## src/rtl/instr_fetch_if.sv

```systemverilog
// Instruction-fetch bus: instruction-memory port plus decoder handshake and status.
interface instr_fetch_if;
  logic        imem_req;
  logic [31:0] imem_addr;
  logic [31:0] imem_rdata;
  logic        imem_valid;
  logic [31:0] instruction_data;
  logic        instruction_RDY_BSY;
  logic        decoder_rdy_bsy;
  logic [31:0] pc_offset;
  logic        pc_jump_enb;
  logic [31:0] pc_out;
  logic [31:0] fetch_count;
  logic        fetch_err;

  // Fetch unit side
  modport master (
    output imem_req, imem_addr, instruction_data, instruction_RDY_BSY,
           pc_out, fetch_count, fetch_err,
    input  imem_rdata, imem_valid, decoder_rdy_bsy, pc_offset, pc_jump_enb
  );

  // Memory / decoder side
  modport slave (
    input  imem_req, imem_addr, instruction_data, instruction_RDY_BSY,
           pc_out, fetch_count, fetch_err,
    output imem_rdata, imem_valid, decoder_rdy_bsy, pc_offset, pc_jump_enb
  );
endinterface

```

## src/rtl/instr_fetch.sv

```systemverilog
// Instruction fetch unit: reads imem at pc, offers the word to the decoder,
// waits for execution to finish, then advances pc sequentially or by a jump.
module instr_fetch #(
  parameter logic [31:0] RESET_PC     = 32'h0000_0000,
  parameter int unsigned IMEM_TIMEOUT = 16
) (
  input logic          clk,
  input logic          rst,
  instr_fetch_if.master bus
);

  localparam int unsigned TO_W = $clog2(IMEM_TIMEOUT + 1);

  typedef enum logic [1:0] {FETCH, OFFER, EXEC, NEXT} state_e;

  state_e          state_q, state_d;
  logic [31:0]     pc_q, pc_d;
  logic            req_q, req_d;
  logic [31:0]     data_q, data_d;
  logic            rdy_q, rdy_d;
  logic [31:0]     count_q, count_d;
  logic            err_q, err_d;
  logic            jump_q, jump_d;
  logic [31:0]     off_q, off_d;
  logic [TO_W-1:0] to_q, to_d;
  logic [31:0]     sum_c;

  // State and datapath registers; reset abandons any instruction in flight
  always_ff @(posedge clk or negedge rst) begin
    if (!rst) begin
      state_q <= FETCH;
      pc_q    <= RESET_PC;
      req_q   <= 1'b0;
      data_q  <= 32'h0;
      rdy_q   <= 1'b0;
      count_q <= 32'h0;
      err_q   <= 1'b0;
      jump_q  <= 1'b0;
      off_q   <= 32'h0;
      to_q    <= '0;
    end else begin
      state_q <= state_d;
      pc_q    <= pc_d;
      req_q   <= req_d;
      data_q  <= data_d;
      rdy_q   <= rdy_d;
      count_q <= count_d;
      err_q   <= err_d;
      jump_q  <= jump_d;
      off_q   <= off_d;
      to_q    <= to_d;
    end
  end

  // Next-state and next-output logic
  always_comb begin
    state_d = state_q;
    pc_d    = pc_q;
    req_d   = req_q;
    data_d  = data_q;
    rdy_d   = rdy_q;
    count_d = count_q;
    err_d   = err_q;
    jump_d  = jump_q;
    off_d   = off_q;
    to_d    = to_q;
    sum_c   = jump_q ? (pc_q + off_q) : (pc_q + 32'd4);

    unique case (state_q)
      FETCH: begin
        if (!req_q) begin
          // (Re-)issue the request after reset or a timeout gap
          req_d = 1'b1;
        end else if (bus.imem_valid) begin
          data_d  = bus.imem_rdata;
          req_d   = 1'b0;
          rdy_d   = bus.decoder_rdy_bsy;
          to_d    = '0;
          state_d = OFFER;
        end else if (to_q == TO_W'(IMEM_TIMEOUT - 1)) begin
          err_d = 1'b1;
          to_d  = '0;
          req_d = 1'b0;
        end else begin
          to_d = to_q + TO_W'(1);
        end
      end
      OFFER: begin
        if (rdy_q && !bus.decoder_rdy_bsy) begin
          // Decoder went busy while offered: instruction accepted
          rdy_d   = 1'b0;
          count_d = count_q + 32'd1;
          state_d = EXEC;
        end else begin
          rdy_d = bus.decoder_rdy_bsy;
        end
      end
      EXEC: begin
        if (bus.pc_jump_enb) begin
          jump_d = 1'b1;
          off_d  = bus.pc_offset;
        end
        if (bus.decoder_rdy_bsy) begin
          state_d = NEXT;
        end
      end
      NEXT: begin
        pc_d    = {sum_c[31:2], 2'b00};
        jump_d  = 1'b0;
        req_d   = 1'b1;
        state_d = FETCH;
      end
      default: state_d = FETCH;
    endcase
  end

  assign bus.imem_req            = req_q;
  assign bus.imem_addr           = pc_q;
  assign bus.instruction_data    = data_q;
  assign bus.instruction_RDY_BSY = rdy_q;
  assign bus.pc_out              = pc_q;
  assign bus.fetch_count         = count_q;
  assign bus.fetch_err           = err_q;

endmodule
```

## src/flat_wrapper.sv

```systemverilog
// flat-port wrapper written by rule: the top's interface ports become plain ports
module instr_fetch_flat 
#(
  parameter logic [31:0] RESET_PC     = 32'h0000_0000,
  parameter int unsigned IMEM_TIMEOUT = 16
)
  (clk, rst, bus_imem_req, bus_imem_addr, bus_instruction_data, bus_instruction_RDY_BSY, bus_pc_out, bus_fetch_count, bus_fetch_err, bus_imem_rdata, bus_imem_valid, bus_decoder_rdy_bsy, bus_pc_offset, bus_pc_jump_enb);
  instr_fetch_if bus_i ();
  input logic clk;
  input logic rst;
  output wire logic [$bits(bus_i.imem_req)-1:0] bus_imem_req;
  output wire logic [$bits(bus_i.imem_addr)-1:0] bus_imem_addr;
  output wire logic [$bits(bus_i.instruction_data)-1:0] bus_instruction_data;
  output wire logic [$bits(bus_i.instruction_RDY_BSY)-1:0] bus_instruction_RDY_BSY;
  output wire logic [$bits(bus_i.pc_out)-1:0] bus_pc_out;
  output wire logic [$bits(bus_i.fetch_count)-1:0] bus_fetch_count;
  output wire logic [$bits(bus_i.fetch_err)-1:0] bus_fetch_err;
  input wire logic [$bits(bus_i.imem_rdata)-1:0] bus_imem_rdata;
  input wire logic [$bits(bus_i.imem_valid)-1:0] bus_imem_valid;
  input wire logic [$bits(bus_i.decoder_rdy_bsy)-1:0] bus_decoder_rdy_bsy;
  input wire logic [$bits(bus_i.pc_offset)-1:0] bus_pc_offset;
  input wire logic [$bits(bus_i.pc_jump_enb)-1:0] bus_pc_jump_enb;
  assign bus_imem_req = bus_i.imem_req;
  assign bus_imem_addr = bus_i.imem_addr;
  assign bus_instruction_data = bus_i.instruction_data;
  assign bus_instruction_RDY_BSY = bus_i.instruction_RDY_BSY;
  assign bus_pc_out = bus_i.pc_out;
  assign bus_fetch_count = bus_i.fetch_count;
  assign bus_fetch_err = bus_i.fetch_err;
  assign bus_i.imem_rdata = bus_imem_rdata;
  assign bus_i.imem_valid = bus_imem_valid;
  assign bus_i.decoder_rdy_bsy = bus_decoder_rdy_bsy;
  assign bus_i.pc_offset = bus_pc_offset;
  assign bus_i.pc_jump_enb = bus_pc_jump_enb;
  instr_fetch #(.RESET_PC(RESET_PC), .IMEM_TIMEOUT(IMEM_TIMEOUT)) u_core (.clk(clk), .rst(rst), .bus(bus_i));
endmodule
```

## config.mk

```make
export PLATFORM = sky130hd
export DESIGN_NAME = instr_fetch_flat
export DESIGN_NICKNAME = d
export VERILOG_FILES = /design/src/rtl/instr_fetch_if.sv /design/src/rtl/instr_fetch.sv /design/src/flat_wrapper.sv
export SDC_FILE = /design/constraint.sdc
export NUM_CORES = 1
export LEC_CHECK = 0
export CORE_ASPECT_RATIO = 0.5
export CORE_MARGIN = 2
export CORE_UTILIZATION = 50
export DETAILED_ROUTE_END_ITERATION = 10
export PLACE_DENSITY_LB_ADDON = 0.08
export SLEW_MARGIN = 20
export SYNTH_ARGS = -nofsm -noshare
export SYNTH_HDL_FRONTEND = slang
export SYNTH_SLANG_ARGS = --single-unit
```

## constraint.sdc

```tcl
create_clock -name clk -period 6.6 [get_ports clk]
set_clock_uncertainty 0.2 [all_clocks]
set_input_delay 0.66 -clock clk [delete_from_list [all_inputs] [get_ports clk]]
set_output_delay 0.66 -clock clk [all_outputs]
set_load 0.01 [all_outputs]
```

* After elaboration in Yosys (flattened, before gate mapping)
Index checks and enable logic that the tools add are counted.
Word-level totals: bits in latches 0, bits in registers 137, memories kept 0, word-level logic and storage cells 56, output and inout bits 131, input port bits 69, bits in writable memories 0, memory bits (read-only) 0
Cells by class: add/sub/neg operators 4, bitwise logic cells 1, divide/modulo/power cells 0, reductions and logical operators 14, eq/ne operators 9, shifts and indexed selects 0, multipliers 0, muxes and demuxes 18, magnitude comparators 0
Operator list (count):
- adder 32 x 1 -> 32 bit (second input constant) | 1
- adder 32 x 3 -> 32 bit (second input constant) | 1
- adder 32 bit | 1
- two-way mux 32 bit | 1
- two-way mux 5 bit | 2
- two-way mux 2 bit | 4
- one-hot mux 2 bit (4 select lines) | 1
- AND reduction 2 bit | 4
- AND reduction 4 bit | 2
- two-way mux 1 bit | 7
- inequality test 2 bit (second input constant) | 3
- one-hot mux 1 bit (2 select lines) | 3
- AND reduction 3 bit | 2
- nonzero test 2 bit | 3
- adder 5 x 1 -> 5 bit (second input constant) | 1
- == test 5 x 4 -> 1 bit (second input constant) | 1
- == test 2 bit (second input constant) | 2
- inequality test 2 x 1 -> 1 bit (second input constant) | 2
- == test 2 x 1 -> 1 bit (second input constant) | 1
- zero test 2 bit | 1
- logical AND 1 bit | 1
- zero test 1 bit | 1
- NOT 1 bit | 1

* Longest topological paths before layout
depth in word-level cells 5, gate-level depth with buffers 13, depth with buffers taken out 12

* Worst setup path after synthesis
Ideal clock, no wire load.
path type register -> register, start point reg u_core.jump_q, end point reg u_core.pc_q[28] (netlist: u_core.bus.imem_addr[28]), arrival time 2.571 ns, setup slack 3.694 ns, cell stages (with the launch flop) 13, path buffers 2, clock period less this slack 2.906 ns, setup time 0.135 ns, data required time 6.265 ns, path through dfrtp_1 clkbuf_1 and2_1 ha_1 buf_6 a21o_1 a21o_1 a21o_1 o21a_1 or2_4 a31o_4 o2111ai_1 o221ai_2
On the way: longest elaborated chain between the ends 1
Ends and longest elaborated chain:
- start: declaration | line instr_fetch.sv:23 | logic jump_q, jump_d;
- start signal: assignment | line instr_fetch.sv:49 | jump_q <= jump_d;
- two-way mux 32 bit | line instr_fetch.sv:67 | sum_c = jump_q ? (pc_q + off_q) : (pc_q + 32'd4);
- end signal: assignment | line instr_fetch.sv:43 | pc_q <= pc_d;
- end: declaration | line instr_fetch.sv:17 | logic [31:0] pc_q, pc_d;
Every way passes these cells. A chain may end at the register's enable or synchronous reset.

* Worst setup path after layout
start point reg u_core.jump_q, end point reg u_core.pc_q[29] (netlist: u_core.bus.imem_addr[29])
Same word-level chain as after synthesis.

==> results.tsv <==
metric	value	unit
finalCritPeriodShare	0.548	
clockBufferDepth	2	
row_count	31	
dp_hpwl	11700	µm
worstPathCellList	nand2_1 -> inv_1 -> ha_1 -> a211oi_1 -> nor4_1 -> a21oi_1 -> a21oi_2 -> o211ai_1 -> a21oi_1 -> o31a_1 -> o31ai_1	
synthAdderAreaFrac	0.0617	
drtAntennaViolNets	0	
worstSetupPathType	register to register	
critPathTopFamily	compound AO/OA/AOI/OAI gates	
worstSetupStartpoint	u_core.jump_q	
routed_wl	16900	µm
path_buf_inv	1	
fin_crit	3620	ps
synthTopCellsByCount	135 x dfrtp_1, 83 x mux2_2, 44 x nand2_1	
max-slew-margin-rel	0.375	
total_leakage_power	4.35	nW
yosysTopAreaCell	dfrtp_1	
drt-vias-per-instance	5.30	
cts_root_buf	clkbuf_16	
synth_most_common_cell	dfrtp_1	
synth-seq-cells	135	
end_kind	register	
ios	200	
ys.flop_type	dfrtp_1	
synth-edff-count	0	
pwr-share-seq	0.289	
synth_top_area_frac	0.455	
grt.total_usage	0.222	
worst_pin_slew	938	ps
ctsHoldBuffers	0	
clock.fmax	276	MHz
switching_share	0.370	
cap_viol_max_count	0	
crit_required	6720	ps
grt_pass1_vias	5578	
yosys.area_share.xor_xnor	0.0579	
switchingPower	1.82	mW
synthCells	679	
grt_first_pass_wirelength	28100	µm
htreeDepth	4	
area_delta_synth_final	33.8	%
vdd_drop_max	253	µV
drive_gt1_frac	0.157	
die_w	176	µm
crit_slowest_cell	dfrtp_1	
hold_class	input port to async pin	
place_inst	1025	
synth_top_family_by_area	multiplexers	
avgSynthCellArea	10.9	µm²
start_kind	register	
comb_power_share	0.510	
final_cells	1058	
cts.clk_slew.worst_paths	60	ps
cts.sinks	135	
netlist_area	7420	µm²
die_h	90.1	µm
arrival	3740	ps
drv_slew	0	
tns	0	ps
cp_max_fo	32	
dr_total_vias	5603	
synth_compound_area_frac	0.120	
outcome	completed	
final_nets	951	
cpMostUsedCell	a21oi_1	
clock_latency	420	ps
finalHoldViolCount	0	
yosysSeqAreaShare	0.455	
async_flop_share	1.00	
rsz0062_at_grt	false	
slowest_delay	940	ps
gp_congestion	0.861	
post_cts_resized	0	
netlist_top_cells_area	dfrtp_1 46%, mux2_2 13%, ha_1 5.9%, xnor2_1 4.3%, buf_4 3.4%	
initial_core_util	0.513	
yosys_warnings	0	
dieArea	15900	µm²
met2_wirelength	7590	µm
grt_overflow	0	
dr_wl_met3	1430	µm
setup_viol	0	
route.layer.met1.wl	7710	µm
highest_layer	met4	
clockPowerShare	0.202	
post-cts-setup-buffers	0	
fill_cells	1156	
r2r_start	u_core.jump_q	
drt_iter0_markers	309	
power_density	496	nW/µm²
drc_errors	0	
cts_buffers	17	
yosysUniqueCellTypes	67	
antenna_found_initial	0	
cts_tree	done	
wl_per_cell	15.9	µm
muxShareOfSynthArea	0.127	
coreArea	14500	µm²
yosys.area_share.simple	0.121	
first_pass_iters	4	
grt_max_degree	74	
place.port_buffers	193	
internal-power	3.10	mW
per-layer routing:
metal,GRT usage,vias up
met5,0,-
met4,0.0592,0
met3,0.0897,12
met2,0.338,154
met1,0.293,2720
li1,-,2717
cells in the final DEF, fill, tap and decap left out, drive strengths merged, types with 4 or more instances in the layout:
cell / instances
o21ai: 24
nor3: 11
and3: 10
o21bai: 5
and2: 30
a31oi: 4
nand2: 44
mux2: 83
a21oi: 26
nor2: 28
nor2b: 5
xor2: 13
nand4: 10
a21o: 17
ha: 35
o211ai: 6
buf: 5
clkdlybuf4s50: 192
conb: 4
inv: 29
o21a: 10
clkbuf: 19
dfrtp: 135
o2111ai: 4
xnor2: 36
o31ai: 5
nand3: 20
worst register-to-register path: cells and delay by family, from the launching register on:
family                   cells  cell delay (ps)
AO/OA/AOI/OAI                7             1710
AND/OR/NAND/NOR              2              340
adder cells (fa/ha/maj)      1              240
flip-flops                   1              940
buffers and inverters        1              110
cell type report:
type	count	area [µm²]	share of cell area
clock buffer	19	453	0.0457
antenna	1	2.50	0.000252
inverter	22	82.6	0.00832
sequential	135	3380	0.341
tap	198	248	0.0250
timing repair buffer	197	1960	0.198
multi-input combinational	473	3640	0.367
clock inverter	13	156	0.0158
final timing paths:
path / endpoint / depth (start not counted) / slack, ps
min reg2reg: u_core.bus.fetch_count[31] / 1 / 280
max reg2reg: u_core.bus.imem_addr[29] / 11 / 2980
min in group clk: u_core.bus.fetch_count[31] / 1 / 280
max in group asynchronous: u_core.bus.fetch_count[6] / 2 / 4830
max: u_core.bus.imem_addr[29] / 11 / 2980
min: u_core.off_q[16] / 1 / 10
cell families (layout without fill, tap and decap cells):
logic type,count (synthesis),in the layout
xor gates and xnor gates,49,49
and+or+nand+nor,175,175
DFF,135,135
buffers and inverters,74,251
adders and majority gates,36,36
AOI/OAI and AO/OA,125,125
muxes,84,84
other,1,5
flip-flops by register name, summed over array words and instances, names as in the netlist:
| name | cells |
|---|---|
| u_core.bus.instruction_RDY_BSY | 1 |
| u_core.bus.instruction_data | 32 |
| u_core.jump_q | 1 |
| u_core.state_q | 2 |
| u_core.to_q | 5 |
| u_core.bus.fetch_count | 32 |
| u_core.bus.imem_addr | 30 |
| u_core.off_q | 30 |
| u_core.bus.imem_req | 1 |
| u_core.bus.fetch_err | 1 |
stage by stage:
stage                     hold WS (ps)   util  total power [mW]  setup WS, ps  area (µm²)
after floorplan                    164      -              3.09          3690        7430
after global placement             261  0.643              3.88          2960        9310
after detailed placement           269  0.643              3.94          2990        9310
after CTS                         27.4  0.686              4.96          2920        9920
after global routing              46.2  0.686              5.28          2580        9920
final                             12.0  0.686              4.92          2980        9920
power groups by stage:
stage               logic [mW]  clock network [mW]  registers (mW)
finish                    2.51               0.993            1.42
global route              2.75                1.05            1.48
CTS                       2.52                1.01            1.43
detailed placement        2.50                   0            1.44
global placement          2.46                   0            1.42
floorplan                 1.63                   0            1.46
Power figures use the tool's default switching activity.
